==> config.mk <==
export PLATFORM = sky130hd
export DESIGN_NAME = pipe_fwd_mux
export DESIGN_NICKNAME = d
export VERILOG_FILES = /design/src/rtl/pipe_fwd_mux.sv
export SDC_FILE = /design/constraint.sdc
export NUM_CORES = 1
export LEC_CHECK = 0
export ABC_AREA = 1
export CAP_MARGIN = 10
export CELL_PAD_IN_SITES_DETAIL_PLACEMENT = 1
export CELL_PAD_IN_SITES_GLOBAL_PLACEMENT = 1
export CORE_MARGIN = 5
export CORE_UTILIZATION = 26
export CTS_CLUSTER_SIZE = 20
export DETAILED_ROUTE_END_ITERATION = 10
export PLACE_DENSITY_LB_ADDON = 0.1
export SLEW_MARGIN = 20
export SYNTH_ARGS = -nofsm -noshare
export SYNTH_HDL_FRONTEND = slang
export SYNTH_SLANG_ARGS = --single-unit
==> constraint.sdc <==
create_clock -name clk -period 4.6 [get_ports clk]
set_input_delay 0.92 -clock clk [delete_from_list [all_inputs] [get_ports clk]]
set_output_delay 0.92 -clock clk [all_outputs]
set_load 0.02 [all_outputs]
==> src/rtl/pipe_fwd_mux.sv <==
// pipe_fwd_mux: operand bypass for the ID stage.
// A short shift register follows every instruction issued from ID. Each
// source operand takes the data of its youngest in-flight producer, or the
// register-file value when no producer matches. A load-use stall is raised
// when that youngest producer is a load whose data is not yet available.
module pipe_fwd_mux #(
  parameter int WIDTH      = 32,
  parameter int AW         = 5,
  parameter int DEPTH      = 3,
  parameter int LOAD_READY = 2,
  localparam int SRC_W     = $clog2(DEPTH + 1)
) (
  input  logic                   clk,
  input  logic                   rst,
  input  logic                   freeze,
  input  logic                   flush,
  input  logic                   id_valid,
  input  logic                   id_wen,
  input  logic [AW-1:0]          id_waddr,
  input  logic                   id_is_load,
  input  logic                   id_use_rs,
  input  logic                   id_use_rt,
  input  logic [AW-1:0]          rs_addr,
  input  logic [AW-1:0]          rt_addr,
  input  logic [WIDTH-1:0]       rs_rf,
  input  logic [WIDTH-1:0]       rt_rf,
  input  logic [DEPTH*WIDTH-1:0] stage_data,
  output logic [WIDTH-1:0]       rs_out,
  output logic [WIDTH-1:0]       rt_out,
  output logic [SRC_W-1:0]       rs_src,
  output logic [SRC_W-1:0]       rt_src,
  output logic                   hazard_stall
);

  // One tracked instruction; entry 0 sits in EXE, entry DEPTH-1 is oldest.
  typedef struct packed {
    logic          valid;
    logic          wen;
    logic [AW-1:0] waddr;
    logic          is_load;
  } trk_entry_t;

  trk_entry_t trk [DEPTH];

  logic rs_haz;
  logic rt_haz;
  logic issue_valid;

  // Youngest-producer selection for both operands.
  // NOTE: blocking assignments in always_comb, every output defaulted first
  // so no path leaves a signal unassigned (no latch); the loop walks from
  // oldest to youngest so the youngest match is the last one written.
  always_comb begin
    rs_out = rs_rf;
    rs_src = '0;
    rs_haz = 1'b0;
    rt_out = rt_rf;
    rt_src = '0;
    rt_haz = 1'b0;
    for (int k = DEPTH - 1; k >= 0; k--) begin
      if (trk[k].valid && trk[k].wen) begin
        if ((rs_addr != '0) && (trk[k].waddr == rs_addr)) begin
          rs_out = stage_data[k*WIDTH +: WIDTH];
          rs_src = SRC_W'(k + 1);
          rs_haz = trk[k].is_load && (k < LOAD_READY);
        end
        if ((rt_addr != '0) && (trk[k].waddr == rt_addr)) begin
          rt_out = stage_data[k*WIDTH +: WIDTH];
          rt_src = SRC_W'(k + 1);
          rt_haz = trk[k].is_load && (k < LOAD_READY);
        end
      end
    end
  end

  assign hazard_stall = id_valid && ((id_use_rs && rs_haz) || (id_use_rt && rt_haz));

  // A killed or stalled ID instruction enters EXE as a bubble.
  assign issue_valid = id_valid && !flush && !hazard_stall;

  // Tracker shift: reset clears valid bits, freeze holds, otherwise advance.
  // NOTE: only the valid bits are reset; the payload fields are meaningless
  // while valid is low, so they carry no reset and stay plain flops.
  always_ff @(posedge clk) begin
    if (rst) begin
      for (int k = 0; k < DEPTH; k++) begin
        trk[k].valid <= 1'b0;
      end
    end else if (!freeze) begin
      trk[0] <= '{valid: issue_valid, wen: id_wen, waddr: id_waddr, is_load: id_is_load};
      for (int k = 1; k < DEPTH; k++) begin
        trk[k] <= trk[k-1];
      end
    end
  end

endmodule

==> results.tsv <==
metric	value	unit
setup skew after layout	0.00443	ns
Max H-tree Level	1	
overall via count from detail_route	5876	
MaxCap Viol Count	0	
num rows	47	
leakage power	3.56	nW
vertical extent of the die	140	um
setup tns final	0	ns
clock tree buffer depth	2	
DPL Wire Length	16.1	mm
routed wire length	20.6	mm
final antenna-violating net count	0	
post-synthesis cell type count	22	
first-pass GRT wire length	32.4	mm
portion of the clock cycle consumed by the worst path in the final layout	93.9	%
layout filler cell count	2306	
Worst Setup Slack, final	0.278	ns
number of antenna violations at the first check in global routing	3	
hold violation count in the final report	0	
number of clock buffers inserted by TritonCTS	3	
class of the tightest hold or removal check	flop to flop	
setup repair after global routing missed its margin	false	
final RePlAce weighted congestion	0.826	
pwr dens	123	mW/mm^2
Tmin final	4.32	ns
type of element launching the critical path	input port	
critical path required time	3.68	ns
effective utilization at floorplan	26.4	%
per-cell routed wire length	16.0	um
clock latency on the worst-skew pair	0.25	ns
Area Growth Syn to Fin	64.5	%
post-detailed-route DRC marker count	0	
Post-CTS Resized	0	
Post-Synthesis Cell Area	0.00438	mm^2
number of iterations in the first detailed-routing pass	6	
GRT Resource Usage Total	20.1	%
number of global-route vias before repair	6040	
GR met1 Demand/Resource	26.8	%
status	complete, no violations	
syn avg cell area	5.21	um^2
met2 Resource Use GR	35.0	%
transition at the pin with the smallest max-transition slack	0.720	ns
data arrival time of the critical path	3.40	ns
most heavily used metal layer in global routing	met2	
pre-CTS WS	0.227	ns
clock transition at the register clock pins on the worst setup and hold paths after CTS	0.06	ns
count of endpoints failing setup in the final report	0	
Max Fanout on Critical Path	33	
flop and latch count out of synthesis	23	
leading registers by flop count	trk x23	
core box area	0.0166	mm^2
count of port buffers added during placement	252	
initial drt markers	240	
max FFs per register	23	
Overflow after GRT	0	
max-slew violation count	0	
endpoint kind of the worst setup timing path	output pin	
hold buffers post-CTS	0	
TritonCTS clock tree	yes	
worst max-slew margin expressed relative to the limit	52.0	%
YS warnings	0	
number of instances in the synthesized netlist	840	
class of the most critical setup path	input port to output pin	
die area	0.0195	mm^2
sequential area share after synthesis	15.8	%
hold slack	0.588	ns
area of all sequential standard cells	691	um^2
number of placed I/O pins	253	
clk root buf	sky130_fd_sc_hd__clkbuf_16	
achievable frequency	231	MHz
Global Route met3 Usage	2.98	%
layout cell share with drive strength beyond 1	4.02	%
Num Clock Sinks	23	
width of the die	140	um
register with the highest flop count	trk	
multi-input gate area in the final layout	0.00265	mm^2
Via-to-Cell Ratio	4.56	
post-layout util	43.5	%
total nets after synthesis	1024	
number of nets in the layout	1254	
largest net degree at the start of global routing	67	
post-CTS setup-driven buffer insertion count	0	
Max rail drop VDD	0.138	mV
path summary, 6_finish.rpt:
path | start | end | slack (ns) | cells past startpoint
worst max-delay path | rt_addr[2] | rt_out[22] | 0.28 | 12
worst min register to register | trk[0][6]$_DFFE_PP_ | trk[0][14]$_DFFE_PP_ | 0.59 | 2
worst min-delay path | trk[0][6]$_DFFE_PP_ | trk[0][14]$_DFFE_PP_ | 0.59 | 2
worst max register to register | trk[0][3]$_DFFE_PP_ | trk[0][7]$_SDFFCE_PN0P_ | 2.77 | 11
final cells by class:
class	instances	share of cell area (%)
Timing Repair Buffer	274	38.0
Tap cell	220	3.82
Multi-Input combinational cell	562	36.7
Antenna cell	1	0.0347
Sequential cell	23	9.58
Clock buffer	4	1.09
Inverter	206	10.8
cell usage after synthesis:
cell type / instances / area [um^2]
sky130_fd_sc_hd__a21oi_1: 7 / 35.0
sky130_fd_sc_hd__nor2_2: 4 / 25.0
sky130_fd_sc_hd__clkbuf_1: 9 / 33.8
sky130_fd_sc_hd__nor2_1: 38 / 143
sky130_fd_sc_hd__nand3_1: 201 / 1010
sky130_fd_sc_hd__nand2_1: 226 / 848
sky130_fd_sc_hd__nand2_2: 2 / 12.5
sky130_fd_sc_hd__nand4_1: 3 / 18.8
sky130_fd_sc_hd__buf_4: 1 / 7.51
sky130_fd_sc_hd__o21ai_0: 21 / 105
sky130_fd_sc_hd__xor2_1: 4 / 35.0
sky130_fd_sc_hd__buf_2: 32 / 160
sky130_fd_sc_hd__buf_6: 7 / 78.8
sky130_fd_sc_hd__inv_1: 197 / 739
sky130_fd_sc_hd__nand3b_1: 33 / 248
sky130_fd_sc_hd__edfxtp_1: 23 / 691
sky130_fd_sc_hd__o21ai_1: 12 / 60.1
sky130_fd_sc_hd__xnor2_1: 7 / 61.3
sky130_fd_sc_hd__nor3_1: 1 / 5.00
sky130_fd_sc_hd__nor3_2: 1 / 10.0
sky130_fd_sc_hd__inv_2: 9 / 33.8
sky130_fd_sc_hd__nor2_4: 2 / 22.5
layer usage:
layer | part of all wire (%) | vias up
li1 | - | 3036
met1 | 46 | 2643
met2 | 47 | 175
met3 | 5.9 | 18
met4 | 1.1 | 4
met5 | 0.15 | -
where the power goes:
group | leakage (nW) | switching, W | internal (W)
Clock | 0.0382 | 0.0000699 | 0.000118
Combinational | 3.30 | 0.000195 | 0.000253
Sequential | 0.220 | 0.00000739 | 0.000242
placed cells by master, fill, tap and decap left out, types with 3 or more instances in the layout:
master and n:
sky130_fd_sc_hd__clkdlybuf4s50_1 252, sky130_fd_sc_hd__nand2_1 226, sky130_fd_sc_hd__nand3_1 201, sky130_fd_sc_hd__inv_1 197, sky130_fd_sc_hd__nor2_1 38, sky130_fd_sc_hd__nand3b_1 33
sky130_fd_sc_hd__edfxtp_1 23, sky130_fd_sc_hd__o21ai_0 21, sky130_fd_sc_hd__buf_4 18, sky130_fd_sc_hd__o21ai_1 12, sky130_fd_sc_hd__inv_2 8, sky130_fd_sc_hd__xnor2_1 7
sky130_fd_sc_hd__a21oi_1 7, sky130_fd_sc_hd__xor2_1 4, sky130_fd_sc_hd__buf_12 4, sky130_fd_sc_hd__nor2_2 3, sky130_fd_sc_hd__nand4_1 3, sky130_fd_sc_hd__nor2_4 3
sky130_fd_sc_hd__clkbuf_16 3
stage by stage:
step | std cells | cell area (um^2) | total power, W
floorplan | 840 | 4380 | 0.000427
global placement | 1285 | 7120 | 0.000701
CTS | 1289 | 7200 | 0.000897
global route | 1290 | 7210 | 0.000940
detailed placement | 1285 | 7120 | 0.000705
finish | 1290 | 7210 | 0.000886
worst max-delay path, stage by stage:
cell                              delay [ns]
sky130_fd_sc_hd__clkdlybuf4s50_1        0.56
sky130_fd_sc_hd__inv_2                  0.09
sky130_fd_sc_hd__nand2_1                0.09
sky130_fd_sc_hd__nand3_1                0.08
sky130_fd_sc_hd__nor2_1                 0.10
sky130_fd_sc_hd__nand2_1                0.09
sky130_fd_sc_hd__nor2_4                 0.15
sky130_fd_sc_hd__buf_4                  0.40
sky130_fd_sc_hd__nand3_1                0.18
sky130_fd_sc_hd__nand3_1                0.13
sky130_fd_sc_hd__nand2_1                0.05
sky130_fd_sc_hd__clkdlybuf4s50_1        0.53
cell families after synthesis:
kind of cell,synth area share [%]
AO/OA/AOI/OAI,4.57
XOR/XNOR,2.20
buffers and inverters,24.1
flip-flops,15.8
AND/OR/NAND/NOR,53.4
(Power assumes the default switching activity.)
